`config.mk`:
```
export PLATFORM = sky130hd
export DESIGN_NAME = multicycle_control_fsm_flat
export DESIGN_NICKNAME = d
export VERILOG_FILES = /design/src/rtl/multicycle_control_fsm_if.sv /design/src/rtl/multicycle_control_fsm.sv /design/src/flat_wrapper.sv
export SDC_FILE = /design/constraint.sdc
export NUM_CORES = 1
export LEC_CHECK = 0
export ABC_AREA = 1
export BUFFER_PORTS_ARGS = -buffer_cell sky130_fd_sc_hd__buf_2
export CELL_PAD_IN_SITES_DETAIL_PLACEMENT = 2
export CELL_PAD_IN_SITES_GLOBAL_PLACEMENT = 2
export CORE_ASPECT_RATIO = 0.5
export CORE_MARGIN = 2
export CORE_UTILIZATION = 29
export DETAILED_ROUTE_END_ITERATION = 8
export PLACE_DENSITY_LB_ADDON = 0.12
export REMOVE_ABC_BUFFERS = 1
export SYNTH_ARGS = -nofsm -noshare
export SYNTH_HDL_FRONTEND = slang
export SYNTH_SLANG_ARGS = --single-unit
```
`constraint.sdc`:
```
create_clock -name clk -period 1.9 [get_ports clk]
set_input_delay 0.19 -clock clk [delete_from_list [all_inputs] [get_ports clk]]
set_output_delay 0.19 -clock clk [all_outputs]
set_load 0.01 [all_outputs]
```
`src/rtl/multicycle_control_fsm_if.sv`:
```
// Control bus between the multi-cycle sequencer and the MIPS datapath.
// The master drives the datapath strobes; the slave supplies the decoded IR fields and memory handshake.
interface multicycle_control_fsm_if #(
  parameter int unsigned CNT_W = 32
);
  logic [5:0]       opcode;
  logic [5:0]       funct;
  logic             mem_ready;
  logic             pc_write;
  logic             pc_write_cond;
  logic             pc_write_cond_ne;
  logic             iord;
  logic             mem_read;
  logic             mem_write;
  logic             ir_write;
  logic             reg_write;
  logic [1:0]       reg_dst;
  logic [1:0]       mem_to_reg;
  logic             alu_src_a;
  logic [1:0]       alu_src_b;
  logic [1:0]       alu_op;
  logic [1:0]       pc_source;
  logic [3:0]       state;
  logic             illegal;
  logic             halted;
  logic [CNT_W-1:0] retired;

  modport master (
    input  opcode, funct, mem_ready,
    output pc_write, pc_write_cond, pc_write_cond_ne, iord, mem_read, mem_write,
           ir_write, reg_write, reg_dst, mem_to_reg, alu_src_a, alu_src_b, alu_op,
           pc_source, state, illegal, halted, retired
  );

  modport slave (
    output opcode, funct, mem_ready,
    input  pc_write, pc_write_cond, pc_write_cond_ne, iord, mem_read, mem_write,
           ir_write, reg_write, reg_dst, mem_to_reg, alu_src_a, alu_src_b, alu_op,
           pc_source, state, illegal, halted, retired
  );
endinterface

```
`src/rtl/multicycle_control_fsm.sv`:
```
// Multi-cycle MIPS control sequencer: Moore FSM over a shared ALU and unified memory port,
// with memory-wait timeout, illegal-opcode halt and a retired-instruction counter.
module multicycle_control_fsm #(
  parameter int unsigned MEM_TIMEOUT = 16,
  parameter int unsigned CNT_W       = 32
) (
  input  logic                    clk,
  input  logic                    rst_n,
  multicycle_control_fsm_if.master bus
);

  localparam int unsigned WAIT_W    = (MEM_TIMEOUT > 1) ? $clog2(MEM_TIMEOUT) : 1;
  localparam logic [WAIT_W-1:0] WAIT_LAST = WAIT_W'(MEM_TIMEOUT - 1);

  localparam logic [5:0] OP_RTYPE = 6'b000000;
  localparam logic [5:0] OP_J     = 6'b000010;
  localparam logic [5:0] OP_JAL   = 6'b000011;
  localparam logic [5:0] OP_BEQ   = 6'b000100;
  localparam logic [5:0] OP_BNE   = 6'b000101;
  localparam logic [5:0] OP_ADDI  = 6'b001000;
  localparam logic [5:0] OP_ORI   = 6'b001101;
  localparam logic [5:0] OP_LW    = 6'b100011;
  localparam logic [5:0] OP_SW    = 6'b101011;
  localparam logic [5:0] FN_JR    = 6'b001000;

  typedef enum logic [3:0] {
    S_FETCH     = 4'd0,
    S_DECODE    = 4'd1,
    S_MEM_ADDR  = 4'd2,
    S_MEM_READ  = 4'd3,
    S_MEM_WB    = 4'd4,
    S_MEM_WRITE = 4'd5,
    S_R_EXEC    = 4'd6,
    S_ALU_WB    = 4'd7,
    S_BRANCH    = 4'd8,
    S_JUMP      = 4'd9,
    S_I_EXEC    = 4'd10,
    S_JR        = 4'd11,
    S_JAL       = 4'd12,
    S_HALT      = 4'd15
  } state_e;

  state_e             state_q, state_d;
  logic [WAIT_W-1:0]  wait_q, wait_d;
  logic [CNT_W-1:0]   retired_q, retired_d;
  logic               illegal_q, illegal_d;
  logic               mem_wait;
  logic               retire;

  always_ff @(posedge clk or negedge rst_n) begin
    if (!rst_n) begin
      state_q   <= S_FETCH;
      wait_q    <= '0;
      retired_q <= '0;
      illegal_q <= 1'b0;
    end else begin
      state_q   <= state_d;
      wait_q    <= wait_d;
      retired_q <= retired_d;
      illegal_q <= illegal_d;
    end
  end

  // Next state, wait/retire bookkeeping and Moore control outputs.
  always_comb begin
    state_d   = state_q;
    illegal_d = illegal_q;
    retired_d = retired_q;
    wait_d    = wait_q;
    mem_wait  = 1'b0;
    retire    = 1'b0;

    bus.pc_write         = 1'b0;
    bus.pc_write_cond    = 1'b0;
    bus.pc_write_cond_ne = 1'b0;
    bus.iord             = 1'b0;
    bus.mem_read         = 1'b0;
    bus.mem_write        = 1'b0;
    bus.ir_write         = 1'b0;
    bus.reg_write        = 1'b0;
    bus.reg_dst          = 2'b00;
    bus.mem_to_reg       = 2'b00;
    bus.alu_src_a        = 1'b0;
    bus.alu_src_b        = 2'b00;
    bus.alu_op           = 2'b00;
    bus.pc_source        = 2'b00;

    case (state_q)
      S_FETCH: begin
        bus.mem_read  = 1'b1;
        bus.alu_src_b = 2'b01;
        mem_wait      = !bus.mem_ready;
        if (bus.mem_ready) begin
          bus.ir_write = 1'b1;
          bus.pc_write = 1'b1;
          state_d      = S_DECODE;
        end
      end
      S_DECODE: begin
        // Speculative branch target computed into ALUOut while decoding.
        bus.alu_src_b = 2'b11;
        case (bus.opcode)
          OP_LW, OP_SW:    state_d = S_MEM_ADDR;
          OP_RTYPE:        state_d = (bus.funct == FN_JR) ? S_JR : S_R_EXEC;
          OP_ADDI, OP_ORI: state_d = S_I_EXEC;
          OP_BEQ, OP_BNE:  state_d = S_BRANCH;
          OP_J:            state_d = S_JUMP;
          OP_JAL:          state_d = S_JAL;
          default: begin
            state_d   = S_HALT;
            illegal_d = 1'b1;
          end
        endcase
      end
      S_MEM_ADDR: begin
        bus.alu_src_a = 1'b1;
        bus.alu_src_b = 2'b10;
        state_d       = (bus.opcode == OP_LW) ? S_MEM_READ : S_MEM_WRITE;
      end
      S_MEM_READ: begin
        bus.iord     = 1'b1;
        bus.mem_read = 1'b1;
        mem_wait     = !bus.mem_ready;
        if (bus.mem_ready) state_d = S_MEM_WB;
      end
      S_MEM_WB: begin
        bus.reg_write  = 1'b1;
        bus.mem_to_reg = 2'b01;
        state_d        = S_FETCH;
        retire         = 1'b1;
      end
      S_MEM_WRITE: begin
        bus.iord      = 1'b1;
        bus.mem_write = 1'b1;
        mem_wait      = !bus.mem_ready;
        if (bus.mem_ready) begin
          state_d = S_FETCH;
          retire  = 1'b1;
        end
      end
      S_R_EXEC: begin
        bus.alu_src_a = 1'b1;
        bus.alu_op    = 2'b10;
        state_d       = S_ALU_WB;
      end
      S_I_EXEC: begin
        bus.alu_src_a = 1'b1;
        bus.alu_src_b = 2'b10;
        bus.alu_op    = (bus.opcode == OP_ORI) ? 2'b11 : 2'b00;
        state_d       = S_ALU_WB;
      end
      S_ALU_WB: begin
        bus.reg_write = 1'b1;
        bus.reg_dst   = (bus.opcode == OP_RTYPE) ? 2'b01 : 2'b00;
        state_d       = S_FETCH;
        retire        = 1'b1;
      end
      S_BRANCH: begin
        bus.alu_src_a        = 1'b1;
        bus.alu_op           = 2'b01;
        bus.pc_source        = 2'b01;
        bus.pc_write_cond    = (bus.opcode == OP_BEQ);
        bus.pc_write_cond_ne = (bus.opcode == OP_BNE);
        state_d              = S_FETCH;
        retire               = 1'b1;
      end
      S_JUMP: begin
        bus.pc_source = 2'b10;
        bus.pc_write  = 1'b1;
        state_d       = S_FETCH;
        retire        = 1'b1;
      end
      S_JAL: begin
        bus.pc_source  = 2'b10;
        bus.pc_write   = 1'b1;
        bus.reg_write  = 1'b1;
        bus.reg_dst    = 2'b10;
        bus.mem_to_reg = 2'b10;
        state_d        = S_FETCH;
        retire         = 1'b1;
      end
      S_JR: begin
        bus.pc_source = 2'b11;
        bus.pc_write  = 1'b1;
        state_d       = S_FETCH;
        retire        = 1'b1;
      end
      S_HALT:  state_d = S_HALT;
      default: state_d = S_HALT;
    endcase

    // Memory that never answers is a bus error, not an illegal instruction.
    if (mem_wait && (wait_q == WAIT_LAST)) begin
      state_d = S_HALT;
    end

    if (state_d != state_q) begin
      wait_d = '0;
    end else if (mem_wait) begin
      wait_d = wait_q + WAIT_W'(1);
    end

    if (retire) begin
      retired_d = retired_q + CNT_W'(1);
    end

    // Reset kills every strobe even though the state register already reads FETCH.
    if (!rst_n) begin
      bus.pc_write         = 1'b0;
      bus.pc_write_cond    = 1'b0;
      bus.pc_write_cond_ne = 1'b0;
      bus.iord             = 1'b0;
      bus.mem_read         = 1'b0;
      bus.mem_write        = 1'b0;
      bus.ir_write         = 1'b0;
      bus.reg_write        = 1'b0;
      bus.reg_dst          = 2'b00;
      bus.mem_to_reg       = 2'b00;
      bus.alu_src_a        = 1'b0;
      bus.alu_src_b        = 2'b00;
      bus.alu_op           = 2'b00;
      bus.pc_source        = 2'b00;
    end
  end

  assign bus.state   = state_q;
  assign bus.halted  = (state_q == S_HALT);
  assign bus.illegal = illegal_q;
  assign bus.retired = retired_q;

endmodule

```
`src/flat_wrapper.sv`:
```
// flat-port wrapper written by rule: the top's interface ports become plain ports
module multicycle_control_fsm_flat 
#(
  parameter int unsigned MEM_TIMEOUT = 16,
  parameter int unsigned CNT_W       = 32
)
  (clk, rst_n, bus_opcode, bus_funct, bus_mem_ready, bus_pc_write, bus_pc_write_cond, bus_pc_write_cond_ne, bus_iord, bus_mem_read, bus_mem_write, bus_ir_write, bus_reg_write, bus_reg_dst, bus_mem_to_reg, bus_alu_src_a, bus_alu_src_b, bus_alu_op, bus_pc_source, bus_state, bus_illegal, bus_halted, bus_retired);
  multicycle_control_fsm_if #(.CNT_W(CNT_W)) bus_i ();
  input  logic clk;
  input  logic rst_n;
  input wire logic [$bits(bus_i.opcode)-1:0] bus_opcode;
  input wire logic [$bits(bus_i.funct)-1:0] bus_funct;
  input wire logic [$bits(bus_i.mem_ready)-1:0] bus_mem_ready;
  output wire logic [$bits(bus_i.pc_write)-1:0] bus_pc_write;
  output wire logic [$bits(bus_i.pc_write_cond)-1:0] bus_pc_write_cond;
  output wire logic [$bits(bus_i.pc_write_cond_ne)-1:0] bus_pc_write_cond_ne;
  output wire logic [$bits(bus_i.iord)-1:0] bus_iord;
  output wire logic [$bits(bus_i.mem_read)-1:0] bus_mem_read;
  output wire logic [$bits(bus_i.mem_write)-1:0] bus_mem_write;
  output wire logic [$bits(bus_i.ir_write)-1:0] bus_ir_write;
  output wire logic [$bits(bus_i.reg_write)-1:0] bus_reg_write;
  output wire logic [$bits(bus_i.reg_dst)-1:0] bus_reg_dst;
  output wire logic [$bits(bus_i.mem_to_reg)-1:0] bus_mem_to_reg;
  output wire logic [$bits(bus_i.alu_src_a)-1:0] bus_alu_src_a;
  output wire logic [$bits(bus_i.alu_src_b)-1:0] bus_alu_src_b;
  output wire logic [$bits(bus_i.alu_op)-1:0] bus_alu_op;
  output wire logic [$bits(bus_i.pc_source)-1:0] bus_pc_source;
  output wire logic [$bits(bus_i.state)-1:0] bus_state;
  output wire logic [$bits(bus_i.illegal)-1:0] bus_illegal;
  output wire logic [$bits(bus_i.halted)-1:0] bus_halted;
  output wire logic [$bits(bus_i.retired)-1:0] bus_retired;
  assign bus_i.opcode = bus_opcode;
  assign bus_i.funct = bus_funct;
  assign bus_i.mem_ready = bus_mem_ready;
  assign bus_pc_write = bus_i.pc_write;
  assign bus_pc_write_cond = bus_i.pc_write_cond;
  assign bus_pc_write_cond_ne = bus_i.pc_write_cond_ne;
  assign bus_iord = bus_i.iord;
  assign bus_mem_read = bus_i.mem_read;
  assign bus_mem_write = bus_i.mem_write;
  assign bus_ir_write = bus_i.ir_write;
  assign bus_reg_write = bus_i.reg_write;
  assign bus_reg_dst = bus_i.reg_dst;
  assign bus_mem_to_reg = bus_i.mem_to_reg;
  assign bus_alu_src_a = bus_i.alu_src_a;
  assign bus_alu_src_b = bus_i.alu_src_b;
  assign bus_alu_op = bus_i.alu_op;
  assign bus_pc_source = bus_i.pc_source;
  assign bus_state = bus_i.state;
  assign bus_illegal = bus_i.illegal;
  assign bus_halted = bus_i.halted;
  assign bus_retired = bus_i.retired;
  multicycle_control_fsm #(.MEM_TIMEOUT(MEM_TIMEOUT), .CNT_W(CNT_W)) u_core (.clk(clk), .rst_n(rst_n), .bus(bus_i));
endmodule
```
==> key figures, run 1 <==
STA
  • Fin Clk Skew: between 5 and 6 ps
  • RSZ-0062 raised after global routing: true
  • Setup TNS: -488 ps
  • Final hold slack: between 60 and 70 ps
  • Final min period: 2040 ps
  • FMAX: roughly 0.5 GHz
  • Fin. Hold Viols: 0
  • Final-report setup violation count: 6
  • Final Max Tran Viols: 0
  • Rel. slew slack: between 60% and 70%
  • Worst setup margin: -139 ps
  • Final period util: 107%
  • Worst-margin pin slew: ~560 ps

Clock network
  • Max Root-Sink Buffers: 2
  • TritonCTS Sinks: around 40
  • CTS Hold Bufs: 0
  • CTS tree: done
  • Root Driver: clkbuf_16
  • CTS H-tree lvls: 2
  • Worst-path clk slew: about 60 ps
  • TritonCTS Buffers: 5
  • Worst-Skew Late Latency: around 280 ps

Placed design
  • # port buffers: between 70 and 80
  • Dpl cell area: about 3200 um^2
  • HPWL after DPL: approximately 7 mm
  • Routability congestion estimate from global placement: between 0.9 and 1

Worst setup path
  • CP Capture Type: register
  • Flop-to-flop setup slack: -140 ps
  • Slowest CP cell: dfrtp_2
  • Crit Path Class: reg2reg
  • Worst endpoint required time: roughly 2100 ps
  • CP Max Fanout: 5
  • Slowest stage delay, CP: approximately 450 ps
  • Critical path arrival: 2240 ps
  • Crit path buf inv count: 3
  • Worst-path cell chain: buf_4 -> nor2_4 -> buf_4 -> nand2_4 -> nand3_4 -> nand3b_1 -> nand4_1 -> nand2_1 -> inv_2 -> nand2_4 -> nor3_2
  • Worst Setup Start Kind: register
  • CP delay by family, top: simple AND/OR/NAND/NOR gates

Layout
  • Final core utilization: a little under half
  • Layout cells sized above 1: approximately 46%
  • Final net count: between 400 and 500
  • Commonest non-fill, non-tap cells in the layout: 71 x buf_2, 58 x nand2_1, 42 x buf_4
  • Fillers: 1004
  • Final Cell Area: slightly below 4000 um^2
  • Most common cell after layout, fill and taps aside: buf_2
  • # diodes: 0
  • Multi-input gate area: roughly 1700 um^2
  • Reg area: ~1000 um^2
  • Syn-to-layout area delta: 50.7%

Outcome
  • Violated checks: negative setup slack
  • Status: complete, but fails checks

Global route
  • Gr usage total: 19.1%
  • Initial antenna violation count: 0
  • Largest net degree at the start of global routing: 42
  • First-pass GRT wire length: 15.3 mm
  • Vias in the first global route: between 2000 and 3000
  • Gr ovfl total: 0

Synthesis
  • Distinct cells, synth: 31
  • Mapped Cells: around 340
  • Synth warnings: 0
  • Ys async rst share: 100%
  • Main synth FF type: dfrtp_1
  • EDFF count, synth: 0
  • Sequential element share of the synthesized area: around 40%
  • Post-Syn Area: between 2000 and 3000 um^2
  • Yosys reg bits: ~40
  • Synth Area per Inst: 7.67 um^2

Die
  • Initial core utilization: a little under a third
  • Die area: around 9900 um^2
  • Die height: 71.2 um
  • Horiz. Die Dim: 138 um
  • Num rows: 24
  • CORE AREA: a little under 9000 um^2
  • Ports: 72

Routing
  • Routed wire length per instance: around 18 um
  • Met3 wire len: approximately 300 um
  • 1st-iter DRT viols: about 60
  • Top layer in use: met4
  • Met2 WL: a little over 5 mm
  • Vias: between 2000 and 3000
  • Detailed Route WL: 10.4 mm
  • Vias per cell: 4.81
  • WL met1: 4.87 mm
  • Post-route ant nets: 0
  • 1st-pass router iterations: 4
  • DR DRC count: 0

Power and ir drop
  • Leak: roughly 2.0 nW
  • PD cells: ~490 nW/um^2
  • Peak supply drop: 0.333 mV

Hold path
  • Worst Hold Class: in2async

Job
  • MaxCap Viol Count: 0
registers in the layout, indices dropped and copies added (netlist names):
signal and flops:
u_core.bus.retired 32, u_core.wait_q 4, u_core.bus.illegal 1, u_core.bus.state 4
cell type report:
type | instances | share of cell area [%]
inverters | 39 | 4.02
flip-flops and latches | 41 | 26.1
clock buffers | 7 | 3.61
clock inverters | 1 | 0.760
repair buffers | 116 | 17.8
well taps | 117 | 3.70
multi-input cells | 261 | 44.0
per-layer routing:
layer	vias to the layer above	global-route usage (%)
li1	1350	-
met1	1385	24.8
met2	52	34.5
met3	11	3.07
met4	0	3.40
met5	-	0
logic make-up (layout without fill, tap and decap cells):
logic type | after synthesis | count (layout) | synth area share (%)
muxes | 1 | 1 | 0.382
and+or+nand+nor | 208 | 209 | 38.8
AOI/OAI and AO/OA | 16 | 16 | 3.77
DFF | 41 | 41 | 39.1
xor gates and xnor gates | 33 | 33 | 11.0
adders and majority gates | 2 | 2 | 0.954
buffers and inverters | 41 | 163 | 5.92
final timing paths:
path | depth (start not counted) | to | from
worst max-delay path | 11 | u_core.wait_q[3] | u_core.bus.state[0]
worst min-delay path | 2 | u_core.bus.state[0] | rst_n
worst max register to register | 11 | u_core.wait_q[3] | u_core.bus.state[0]
worst min register to register | 1 | u_core.bus.illegal | u_core.bus.illegal
max in group asynchronous | 2 | u_core.bus.state[3] | rst_n
min in group clk | 6 | u_core.bus.state[3] | bus_funct[2]
worst reg2reg max path, stage by stage, from the launching register on:
cell and delay [ps]:
dfrtp_2 450, buf_4 160, nor2_4 150, buf_4 140, nand2_4 70, nand3_4 90
nand3b_1 230, nand4_1 210, nand2_1 130, inv_2 90, nand2_4 80, nor3_2 180
synth_stat cells (2+ instances only):
cell type	n	share of area, %
nand2_1	75	11
nor2_1	54	7.7
dfrtp_1	41	39
inv_1	34	4.9
nand3_1	22	4.2
xor2_1	21	7.0
nand4_1	14	3.3
nor3_1	12	2.3
xnor2_1	12	4.0
a21oi_1	8	1.5
nor3_2	7	2.7
nand2_2	6	1.4
nor2_2	5	1.2
inv_2	4	0.57
nor2_4	4	1.7
nand3_2	3	1.1
ha_1	2	0.95
nand3_4	2	1.3
nand3b_1	2	0.57
nor4_1	2	0.48
o21ai_0	2	0.38
repair_timing:
item                       CTS  global route
resized for setup           14            72
setup endpoints to repair   12            23
pin swaps                    3            36
cloned                       0             1
buffers inserted             3            27
metrics by stage:
stage | total power, mW | cells | setup slack [ps]
after global routing | 2.03 | 582 | -209
after global placement | 0.961 | 545 | 20.8
final | 1.94 | 582 | -139
after detailed placement | 0.965 | 545 | -47.8
after CTS | 1.99 | 556 | 1.62
after floorplan | 0.913 | 340 | 143
power by group:
group          switching (mW)  internal (mW)
sequential                  0          0.873
combinational          0.0552         0.0207
clock                   0.337          0.656
Power figures use the tool's default switching activity.
==> inputs of run 2 (changes only) <==
--- a/config.mk
+++ b/config.mk
@@ -5,13 +5,12 @@
 export SDC_FILE = /design/constraint.sdc
 export NUM_CORES = 1
 export LEC_CHECK = 0
-export ABC_AREA = 1
 export BUFFER_PORTS_ARGS = -buffer_cell sky130_fd_sc_hd__buf_2
 export CELL_PAD_IN_SITES_DETAIL_PLACEMENT = 2
 export CELL_PAD_IN_SITES_GLOBAL_PLACEMENT = 2
 export CORE_ASPECT_RATIO = 0.5
 export CORE_MARGIN = 2
-export CORE_UTILIZATION = 29
+export CORE_UTILIZATION = 31
 export DETAILED_ROUTE_END_ITERATION = 8
 export PLACE_DENSITY_LB_ADDON = 0.12
 export REMOVE_ABC_BUFFERS = 1
==> key figures, run 2 <==
Worst setup path
  • Critical path arrival: ~2300 ps
  • Worst-path cell chain: buf_6 -> or2_4 -> nand2_1 -> o211ai_1 -> a2111oi_4 -> a32oi_4 -> nor3_2
  • Slowest CP cell: dfrtp_2
  • Slowest stage delay, CP: 470 ps
  • CP Capture Type: register
  • Crit Path Class: reg2reg
  • CP Max Fanout: 4
  • Worst endpoint required time: about 2100 ps
  • Worst Setup Start Kind: register

Layout
  • Fillers: between 800 and 900
  • Syn-to-layout area delta: 65.5%
  • Commonest non-fill, non-tap cells in the layout: 69 x buf_2, 55 x buf_4, 36 x dfrtp_1
  • # diodes: 0
  • Max FFs per register: 32
  • Final Cell Area: ~4300 um^2
  • Final core utilization: a little over half
  • Most common cell after layout, fill and taps aside: buf_2
  • Final net count: 428
  • Layout cells sized above 1: 59.6%

STA
  • Final Max Tran Viols: 0
  • RSZ-0062 raised after global routing: true
  • Worst setup margin: -237 ps
  • Fin Clk Skew: between 4 and 5 ps
  • FMAX: around 0.47 GHz
  • Rel. slew slack: approximately three fifths
  • Final min period: 2140 ps
  • Fin. Hold Viols: 0
  • Final-report setup violation count: 36
  • Worst-margin pin slew: roughly 590 ps
  • Final hold slack: 308 ps
  • Final period util: 112%

Synthesis
  • Distinct cells, synth: 57
  • Most frequent cell after synthesis: dfrtp_1
  • Mapped Cells: 269
  • Top post-synthesis cells by area: dfrtp_1 40%, xnor2_1 10%, nor2_1 3.8%, nand3_1 3.5%, nand2_1 3.5%
  • Sequential element share of the synthesized area: around 40%
  • Ys async rst share: 100%
  • Top cell type's share of synthesized area: approximately 40%
  • Main synth FF type: dfrtp_1
  • Synth Area per Inst: about 9.6 um^2
  • Top post-synthesis cells by count: 41 x dfrtp_1, 30 x xnor2_1, 26 x nor2_1
  • Area leader, netlist: dfrtp_1
  • EDFF count, synth: 0
  • Synth warnings: 0
  • Yosys reg bits: 41
  • Post-Syn Area: approximately 2600 um^2

Die
  • Die area: approximately 9100 um^2
  • CORE AREA: roughly 8000 um^2
  • Horiz. Die Dim: 133 um
  • Initial core utilization: between 30% and 40%
  • Die height: between 60 and 70 um
  • Ports: a little over 70
  • Num rows: 23

Routing
  • DR DRC count: 0
  • 1st-iter DRT viols: ~110
  • Post-route ant nets: 0
  • 1st-pass router iterations: 4
  • Vias per cell: roughly 5.2
  • Routed wire length per instance: 23.8 um
  • Detailed Route WL: about 12 mm
  • Vias: between 2000 and 3000

Job
  • MaxCap Viol Count: 0

Clock network
  • CTS H-tree lvls: 2
  • Root Driver: clkbuf_16
  • Worst-path clk slew: approximately 60 ps
  • Max Root-Sink Buffers: 2
  • TritonCTS Buffers: 5
  • TritonCTS Sinks: 41
  • CTS tree: done
  • Worst-Skew Late Latency: 290 ps

Power and ir drop
  • Peak supply drop: 0.373 mV
  • Sw Pwr: ~0.65 mW
  • Final total power: around 2.4 mW
  • PD cells: approximately 550 nW/um^2
  • Flop pwr share: a little over two fifths
  • Leak: 2.07 nW
  • Switching Fraction: between 20% and 30%
  • Combinational fraction of design power: ~17%
  • Pint: 1.71 mW
  • Clock power frac: 41.4%

Global route
  • Gr ovfl total: 0
  • Vias in the first global route: roughly 2800
  • Gr usage total: between 20% and 30%
  • Largest net degree at the start of global routing: 33
  • Initial antenna violation count: 0
  • First-pass GRT wire length: between 10 and 15 mm

Outcome
  • Status: complete, but fails checks
  • Violated checks: negative setup slack

Hold path
  • Worst Hold Class: in2reg

Placed design
  • Routability congestion estimate from global placement: approximately 0.81
  • HPWL after DPL: about 6.6 mm
  • Place WS: -135 ps
  • # port buffers: just over 70
  • Dpl cell area: ~3400 um^2
run 2: cell count changes after synthesis, sizes merged, moves of 7 or more:
| cell | delta |
|---|---|
| inv | -36 |
| nand2 | -57 |
| buf | +8 |
| nor3 | -13 |
| xor2 | -13 |
| nor2 | -35 |
| nand4 | -11 |
| xnor2 | +18 |
| nand2b | +7 |
| and3 | +14 |
run 2: area by class of cell:
class	count	area [um^2]	share of cell area, %
inverters	2	7.51	0.176
multi-input cells	214	1900	44.6
repair buffers	147	1030	24.1
clock buffers	5	125	2.93
clock inverters	2	35.0	0.820
well taps	112	140	3.28
flip-flops and latches	41	1030	24.2
run 2: routing by layer:
metal | global-route usage, % | up-vias | wire length [um]
met3 | 4.24 | 24 | 564
met2 | 39.4 | 71 | 6360
li1 | - | 1237 | -
met4 | 6.05 | 0 | 322
met1 | 24.0 | 1409 | 5220
met5 | 0 | - | 0
run 2: kinds of logic after synthesis:
group,synth area share [%]
buf+inv,2.76
fa+ha+maj,0.969
compound gates,12.6
simple gates,29.0
flops,39.7
mux,2.04
xor+xnor,12.9
run 2: stage by stage:
step / setup TNS [ps] / cells
finish: -2970 / 523
global route: -5730 / 523
CTS: -426 / 506
detailed placement: -722 / 486
global placement: -5.08 / 486
floorplan: -7990 / 257
run 2: power by group through the flow:
| stage | Sequential, mW | Clock (mW) | Combinational [mW] |
|---|---|---|---|
| CTS | 0.986 | 0.978 | 0.347 |
| floorplan | 1.02 | 0 | 0.117 |
| global placement | 0.993 | 0 | 0.308 |
| finish | 0.992 | 0.979 | 0.392 |
| global route | 1.00 | 1.03 | 0.429 |
| detailed placement | 0.999 | 0 | 0.327 |
run 2: path summary, 6_finish.rpt:
path / startpoint / end / slack, ps / cells past startpoint
setup / recovery: u_core.bus.state[0] / u_core.wait_q[2] / -240 / 7
hold reg to reg: u_core.bus.illegal / u_core.bus.illegal / 470 / 1
min in group asynchronous: rst_n / u_core.wait_q[1] / 530 / 3
hold / removal: bus_opcode[4] / u_core.bus.illegal / 310 / 4
setup reg to reg: u_core.bus.state[0] / u_core.wait_q[2] / -240 / 7
max in group asynchronous: rst_n / u_core.bus.retired[21] / 690 / 4
run 2: worst max-delay path, delay by kind of cell (launching register included):
kind,cells,cell delay (ps)
AOI/OAI and AO/OA,3,850
and+or+nand+nor,3,580
buffers and inverters,1,150
DFF,1,470
run 2: what timing repair did:
action                                  4_1_cts  5_1_grt
endpoints found under the setup margin       18       32
gates resized for setup                      32       91
cloned                                        0        0
hold buffers                                  1        0
pin swaps                                     6       36
setup buffers                                12       17
endpoints found under the hold margin         9        0
